==> config.mk <==
export PLATFORM = sky130hd
export DESIGN_NAME = cpu_joypad_ports
export DESIGN_NICKNAME = d
export VERILOG_FILES = /design/src/rtl/cpu_joypad_ports.sv
export SDC_FILE = /design/constraint.sdc
export NUM_CORES = 1
export LEC_CHECK = 0
export ABC_CLOCK_PERIOD_IN_PS = 2600
export BUFFER_PORTS_ARGS = -buffer_cell sky130_fd_sc_hd__buf_2
export CAP_MARGIN = 20
export CORE_AREA = 2 2 51 77
export CTS_BUF_LIST = sky130_fd_sc_hd__clkbuf_4
export DETAILED_ROUTE_END_ITERATION = 7
export DIE_AREA = 0 0 53 79
export PLACE_DENSITY_LB_ADDON = 0.15
export SLEW_MARGIN = 15
export SYNTH_ARGS = -nofsm -noshare
export SYNTH_HDL_FRONTEND = slang
export SYNTH_SLANG_ARGS = --single-unit
==> constraint.sdc <==
create_clock -name clock -period 2.6 [get_ports clock]
set_input_delay 0.52 -clock clock [delete_from_list [all_inputs] [get_ports clock]]
set_output_delay 0.52 -clock clock [all_outputs]
set_load 0.1 [all_outputs]
==> src/rtl/cpu_joypad_ports.sv <==
// NES controller ports on the CPU bus: $4016 strobe write, $4016/$4017 serial reads.
// Raw buttons pass through a synchroniser and an optional debounce before they are latched.
module cpu_joypad_ports #(
    parameter int          NUM_PORTS       = 2,
    parameter int          NUM_BUTTONS     = 8,
    parameter logic        FILL_BIT        = 1'b1,
    parameter logic [7:0]  OPEN_BUS        = 8'h40,
    parameter int          SYNC_STAGES     = 2,
    parameter int          DEBOUNCE_CYCLES = 0
) (
    input  logic                             clock,
    input  logic                             reset_n,
    input  logic                             clock_en,
    input  logic [15:0]                      addr,
    input  logic                             r_en,
    input  logic [7:0]                       w_data,
    input  logic [NUM_PORTS*NUM_BUTTONS-1:0] buttons_in,
    output logic                             rd_hit,
    output logic [7:0]                       rd_data,
    output logic                             strobe
);

    localparam int NB = NUM_PORTS * NUM_BUTTONS;

    logic [NB-1:0]          sync_q [SYNC_STAGES];
    logic [NB-1:0]          synced;
    logic [NB-1:0]          btn;
    logic [NUM_BUTTONS-1:0] sr [NUM_PORTS];
    logic [NUM_PORTS-1:0]   hit;
    logic                   wr_strobe;
    logic                   reload;
    logic                   rd_bit;

    // Input path is free-running on every clock, independent of clock_en.
    always_ff @(posedge clock or negedge reset_n) begin
        if (!reset_n) begin
            for (int i = 0; i < SYNC_STAGES; i++) sync_q[i] <= '0;
        end else begin
            sync_q[0] <= buttons_in;
            for (int i = 1; i < SYNC_STAGES; i++) sync_q[i] <= sync_q[i-1];
        end
    end

    assign synced = sync_q[SYNC_STAGES-1];

    generate
        if (DEBOUNCE_CYCLES == 0) begin : g_no_debounce
            assign btn = synced;
        end else begin : g_debounce
            localparam int CW = $clog2(DEBOUNCE_CYCLES + 1);
            for (genvar b = 0; b < NB; b++) begin : g_bit
                logic [CW-1:0] cnt;
                logic          deb;
                always_ff @(posedge clock or negedge reset_n) begin
                    if (!reset_n) begin
                        cnt <= '0;
                        deb <= 1'b0;
                    end else if (synced[b] != deb) begin
                        if (cnt == CW'(DEBOUNCE_CYCLES)) begin
                            deb <= synced[b];
                            cnt <= '0;
                        end else begin
                            cnt <= cnt + CW'(1);
                        end
                    end else begin
                        cnt <= '0;
                    end
                end
                assign btn[b] = deb;
            end
        end
    endgenerate

    assign wr_strobe = clock_en && !r_en && (addr == 16'h4016);
    // A write raising strobe loads immediately; an already-high strobe keeps reloading.
    assign reload    = clock_en && (strobe || (wr_strobe && w_data[0]));

    always_comb begin
        hit    = '0;
        rd_bit = 1'b0;
        for (int p = 0; p < NUM_PORTS; p++) begin
            hit[p] = clock_en && r_en && (addr == 16'h4016 + 16'(p));
            if (hit[p]) rd_bit = sr[p][0];
        end
    end

    always_ff @(posedge clock or negedge reset_n) begin
        if (!reset_n) begin
            strobe  <= 1'b0;
            rd_hit  <= 1'b0;
            rd_data <= '0;
            for (int p = 0; p < NUM_PORTS; p++) sr[p] <= '0;
        end else begin
            if (wr_strobe) strobe <= w_data[0];
            for (int p = 0; p < NUM_PORTS; p++) begin
                if (reload)
                    sr[p] <= btn[p*NUM_BUTTONS +: NUM_BUTTONS];
                else if (hit[p])
                    sr[p] <= {FILL_BIT, sr[p][NUM_BUTTONS-1:1]};
            end
            if (clock_en) begin
                rd_hit <= |hit;
                if (|hit) rd_data <= {OPEN_BUS[7:1], rd_bit};
            end
        end
    end

endmodule
==> impl_results.md, run 1 <==
* Status: completed
* Skew final at 0.00715 ns
* WP data required at 2.08 ns
* Vias per inst at 4.80
* Tightest Pin Transition at 0.549 ns
* Slew Limit Fails at 0
* CTS tree: built
* Io pins at 54
* Slew HR at 0.634
* Antenna viol nets, final at 0
* Post-synthesis register bit count at 52
* Critical path fanouts, max at 3
* CP top delay family: buffers and inverters
* Post-synthesis cell count at 134
* PostCTS Resize Cnt at 0
* Worst slack at placement at 0.558 ns
* PwrDens at 580 mW/mm^2
* DIE AREA at 0.00419 sq mm
* Root Buffer: clkbuf_4
* Remaining DRCs at 0
* Mean Syn Cell Area at 14.1 sq um
* Largest net degree at the start of global routing at 33
* Buf/Inv on CP at 1
* Hold Vio Cnt, Final at 0
* Final setup margin at 0.912 ns
* Setup TNS at 0 ns
* Die X at 53 um
* Detailed placement HPWL at 1990 um
* Setup crit end kind: output pin
* Final wirelength at 2600 um
* Die Height at 79 um
* Total Power at 1.25 mW
* Rows at 27
* Critical path class: reg2out
* Crit-path cells: buf_2
* Port buffer count at 40
* Htree depth at 2
* Mapped cell area at 0.00189 sq mm
* Latest clock arrival within the worst-skew pair at 0.36 ns
* Antenna violations before repair at 0
* Grt ovf at 0
* FMAX at 593 MHz
* Area leader, netlist: dfrtp_1
* Routed vias at 1076
* Worst path max stage delay at 0.43 ns
* CTS Sinks at 52
* RSZ-0062 raised after global routing: no
* Synth cell types at 20
* Crit-path slowest cell: buf_2
* Hold Path Class: in2async
* Cts bufs inserted at 5
* Max cap viols at 0
* Max IR drop VDD at 0.000481 V
* Share of cells above drive strength 1 at 0.343
* Startpoint Class: flip-flop
* Post-CTS setup buffers at 0
* Layout Cells excl Fill at 224
* Clock Pin Slew Worst Setup and Hold Paths at 0.13 ns
* Drt pass-1 iters at 3
* GRT Total Usage at 0.146
* Synth top area cells: dfrtp_1 (69%), mux2i_1 (7.9%), nand2_1 (4.0%)
* Initial Utilization at 0.534
* Nets at 224
* Crit path time final at 1.69 ns
* DP Cell Count at 216
* Ant diodes at 0
* Core area at 0.00355 sq mm
* Synthesis-to-finish area growth at 14.1%
* Share of the synthesized area in the top cell type at 0.687
* Routed len/inst at 11.6 um
* Routability Congestion at 0.639
* Post-CTS Hold Buffers at 0
* Lkg Pwr at 1.01 nW
* Clock buffer depth at 2
* Vias in the first global route at 1058
* Register area share after synthesis at 0.687
* First-pass GRT wire length at 4370 um
* Detailed Route Iter0 Violations at 21
* Final worst path period share at 0.649
* Setup violators final at 0
* Synth warn at 0
* Crit path arrival time at 1.17 ns
worst paths after layout:
kind,from,to,slack [ns],depth (start not counted)
setup / recovery,strobe,strobe,0.91,1
hold / removal,reset_n,btn[5],0.13,1
setup reg to reg,strobe,sr[1],1.51,4
hold reg to reg,sync_q[21],btn[5],0.36,0
max in group asynchronous,reset_n,sync_q[16],1.87,2
min in group clock,buttons_in[14],sync_q[30],0.26,1
final cells by class:
| cell class | count | area (sq um) |
|---|---|---|
| Fill cell | 297 | 1390 |
| Tap cell | 43 | 53.8 |
| Sequential cell | 52 | 1300 |
| Clock buffer | 5 | 37.5 |
| Clock inverter | 3 | 13.8 |
| Inverter | 1 | 3.75 |
| Multi-Input combinational cell | 76 | 520 |
| Timing Repair Buffer | 44 | 230 |
logic make-up (layout without fill, tap and decap cells):
kind of cell,after synthesis,in the layout,share of synthesized area
compound gates,19,19,0.0588
buf+inv,11,53,0.0476
flops,52,52,0.687
mux,16,16,0.0853
other cells,1,6,0.00198
simple gates,35,35,0.119
report_power, final:
part	switching [mW]	leakage, nW	total, mW	internal (mW)
Combinational	0.0675	0.326	0.0934	0.0259
Clock	0.222	0.0324	0.321	0.0996
Sequential	0.00618	0.652	0.840	0.834
Total	0.295	1.01	1.25	0.959
per-layer routing:
metal  global-route usage  vias to the layer above  share of wire
met5                    0                        -              0
li1                     -                      530              -
met2                0.249                       42           0.52
met1                0.157                      496           0.38
met3               0.0395                        8          0.076
met4               0.0846                        0          0.025
state kept, by name, indices dropped and copies added (netlist names):
register,count
rd_data,2
rd_hit,1
sr,16
btn,16
sync_q,16
strobe,1
Yosys cell counts:
master    instances
dfrtp_1          52
nand2_1          20
mux2i_1          15
o21ai_0          10
o21ai_1           8
buf_4             7
nor2_1            5
buf_6             3
and4bb_2          2
nand4_2           2
conb_1            1
inv_1             1
mux2_2            1
nor2_4            1
nor3b_2           1
nor4_4            1
nor4b_4           1
o31ai_4           1
or2_2             1
or3_1             1
metrics by stage:
step | utilization | hold slack (ns) | area, sq um
global route | 0.609 | 0.158 | 2160
detailed placement | 0.595 | 0.335 | 2110
finish | 0.609 | 0.130 | 2160
global placement | 0.595 | 0.331 | 2110
floorplan | - | 0.224 | 1910
CTS | 0.609 | 0.138 | 2160
layout by cell type, fill, tap and decap left out:
| cell type | count |
|---|---|
| dfrtp_1 | 52 |
| buf_2 | 40 |
| nand2_1 | 20 |
| mux2i_1 | 15 |
| o21ai_0 | 10 |
| o21ai_1 | 8 |
| conb_1 | 6 |
| nor2_1 | 5 |
| clkbuf_4 | 5 |
| buf_4 | 4 |
| and4bb_2 | 2 |
| nand4_2 | 2 |
| clkinv_2 | 2 |
| nor4b_4 | 1 |
| nor4_4 | 1 |
| or2_2 | 1 |
| o31ai_4 | 1 |
| nor3b_2 | 1 |
| nor2_4 | 1 |
| inv_1 | 1 |
| mux2_2 | 1 |
| or3_1 | 1 |
| clkinv_1 | 1 |
Power figures use the tool's default switching activity.
==> run 2, diff against run 1 <==
ABC_CLOCK_PERIOD_IN_PS = 1700   (was 2600)
CORE_AREA = 2 2 52 79   (was 2 2 51 77)
DIE_AREA = 0 0 54 81   (was 0 0 53 79)
clock period = 1.7 ns   (was 2.6 ns; I/O delays follow)
==> run 2 against run 1 <==
Effect of this change: final cell count increased by 2.2%; wire length up 6.5%; global-route usage shrank 0.34 points; via count grew 2.0%; clock skew shrank 0.0024 ns; clock power increased by 54%; sequential power increased by 54%; critical path depth did not move.
==> impl_results.md, run 2 (synthesis results as in run 1) <==
* Status: completed
* Number of fill cells at 323
* Layout Cells excl Fill at 229
* Max cap viols at 0
* Hold Vio Cnt, Final at 0
* Routability Congestion at 0.664
* Io pins at 54
* Remaining DRCs at 0
* DP Cell Count at 220
* Detailed placement HPWL at 2030 um
* Antenna violations before repair at 0
* Cts bufs inserted at 5
* Buf/Inv on CP at 1
* Nets at 227
* Vias in the first global route at 1073
* Antenna viol nets, final at 0
* Largest net degree at the start of global routing at 53
* Die Height at 81 um
* Startpoint Class: flip-flop
* Share of cells above drive strength 1 at 0.348
* Core area at 0.00378 sq mm
* RSZ-0062 raised after global routing: no
* Drt pass-1 iters at 4
* Crit-path cells: buf_2
* Max IR drop VDD at 0.000682 V
* Crit path time final at 1.51 ns
* Worst path max stage delay at 0.43 ns
* Initial Utilization at 0.500
* WP data required at 1.36 ns
* Routed len/inst at 12.1 um
* Commonest non-fill, non-tap cell in the layout: dfrtp_1
* Routed vias at 1097
* Skew final at 0.00471 ns
* PwrDens at 865 mW/mm^2
* Clock Pin Slew Worst Setup and Hold Paths at 0.13 ns
* Post-CTS setup buffers at 0
* Final instance area at 0.00223 sq mm
* Critical path fanouts, max at 2
* Setup violators final at 0
* CTS tree: built
* Grt ovf at 0
* Port buffer count at 40
* Htree depth at 2
* Slew Limit Fails at 0
* Root Buffer: clkbuf_4
* Detailed Route Iter0 Violations at 11
* FMAX at 664 MHz
* Latest clock arrival within the worst-skew pair at 0.35 ns
* Synthesis-to-finish area growth at 17.6%
* Lkg Pwr at 1.04 nW
* CP top delay family: buffers and inverters
* Crit-path slowest cell: buf_2
* Crit path arrival time at 1.17 ns
* Most frequent cells in the layout: dfrtp_1 (52), buf_2 (40), nand2_1 (20)
* CTS Sinks at 52
* Die X at 54 um
* Critical path class: reg2out
* Rows at 28
* Hold Path Class: in2reg
* First-pass GRT wire length at 4400 um
* Ant diodes at 0
* Final wirelength at 2770 um
* Setup crit end kind: output pin
* DIE AREA at 0.00437 sq mm
* GRT Total Usage at 0.143
* Clock buffer depth at 2
* Area post-placement at 0.00216 sq mm
* Vias per inst at 4.79
* Final worst path period share at 0.887
-- run 2: cell types whose count changed in the layout (fill, tap and decap cells not counted) --
cell / before / now
buf_12: 0 / 3
buf_4: 4 / 3
dlygate4sd3_1: 0 / 1
-- run 2: timing repair --
action | 4_1_cts | 5_1_grt
endpoints found under the setup margin | 0 | 0
resized for setup | 0 | 0
hold buffers | 1 | 0
endpoints found under the hold margin | 52 | 0
-- run 2: final timing paths --
check | startpoint | to | slack [ns] | cells past startpoint
max | rd_data[0] | rd_data[0] | 0.19 | 1
min | buttons_in[6] | sync_q[22] | 0.08 | 1
max reg2reg | strobe | sr[5] | 0.65 | 4
min reg2reg | sync_q[16] | btn[0] | 0.36 | 0
max in group asynchronous | reset_n | sr[11] | 0.99 | 3
min in group asynchronous | reset_n | sr[0] | 0.49 | 3
-- run 2: power breakdown --
part | leakage, nW | internal [mW] | total, mW | switching, mW
Clock | 0.0324 | 0.152 | 0.494 | 0.342
Sequential | 0.652 | 1.28 | 1.29 | 0.0108
Combinational | 0.351 | 0.0429 | 0.146 | 0.103
-- run 2: layout make-up --
type	count	area [sq um]	share of cell area
Clock buffer	5	37.5	0.0169
Sequential cell	52	1300	0.585
Timing Repair Buffer	47	293	0.132
Tap cell	45	56.3	0.0253
Inverter	1	3.75	0.00169
Multi-Input combinational cell	76	520	0.234
Clock inverter	3	13.8	0.00618
-- run 2: per-layer routing --
| metal | vias up | wire (um) | track usage |
|---|---|---|---|
| met3 | 4 | 206 | 0.0496 |
| met2 | 43 | 1490 | 0.251 |
| met4 | 0 | 42 | 0.0600 |
| li1 | 537 | - | - |
| met1 | 513 | 1030 | 0.149 |
| met5 | - | 0 | 0 |
-- run 2: through the flow --
stage	TNS (ns)	setup slack (ns)	util	hold slack [ns]	power [mW]
floorplan	0	0.0483	-	0.0444	1.39
global placement	-0.632	-0.0691	0.572	0.331	1.45
detailed placement	-1.53	-0.132	0.572	0.336	1.46
CTS	0	0.169	0.588	0.0561	1.96
global route	0	0.133	0.588	0.0359	2.03
finish	0	0.193	0.588	0.0786	1.93
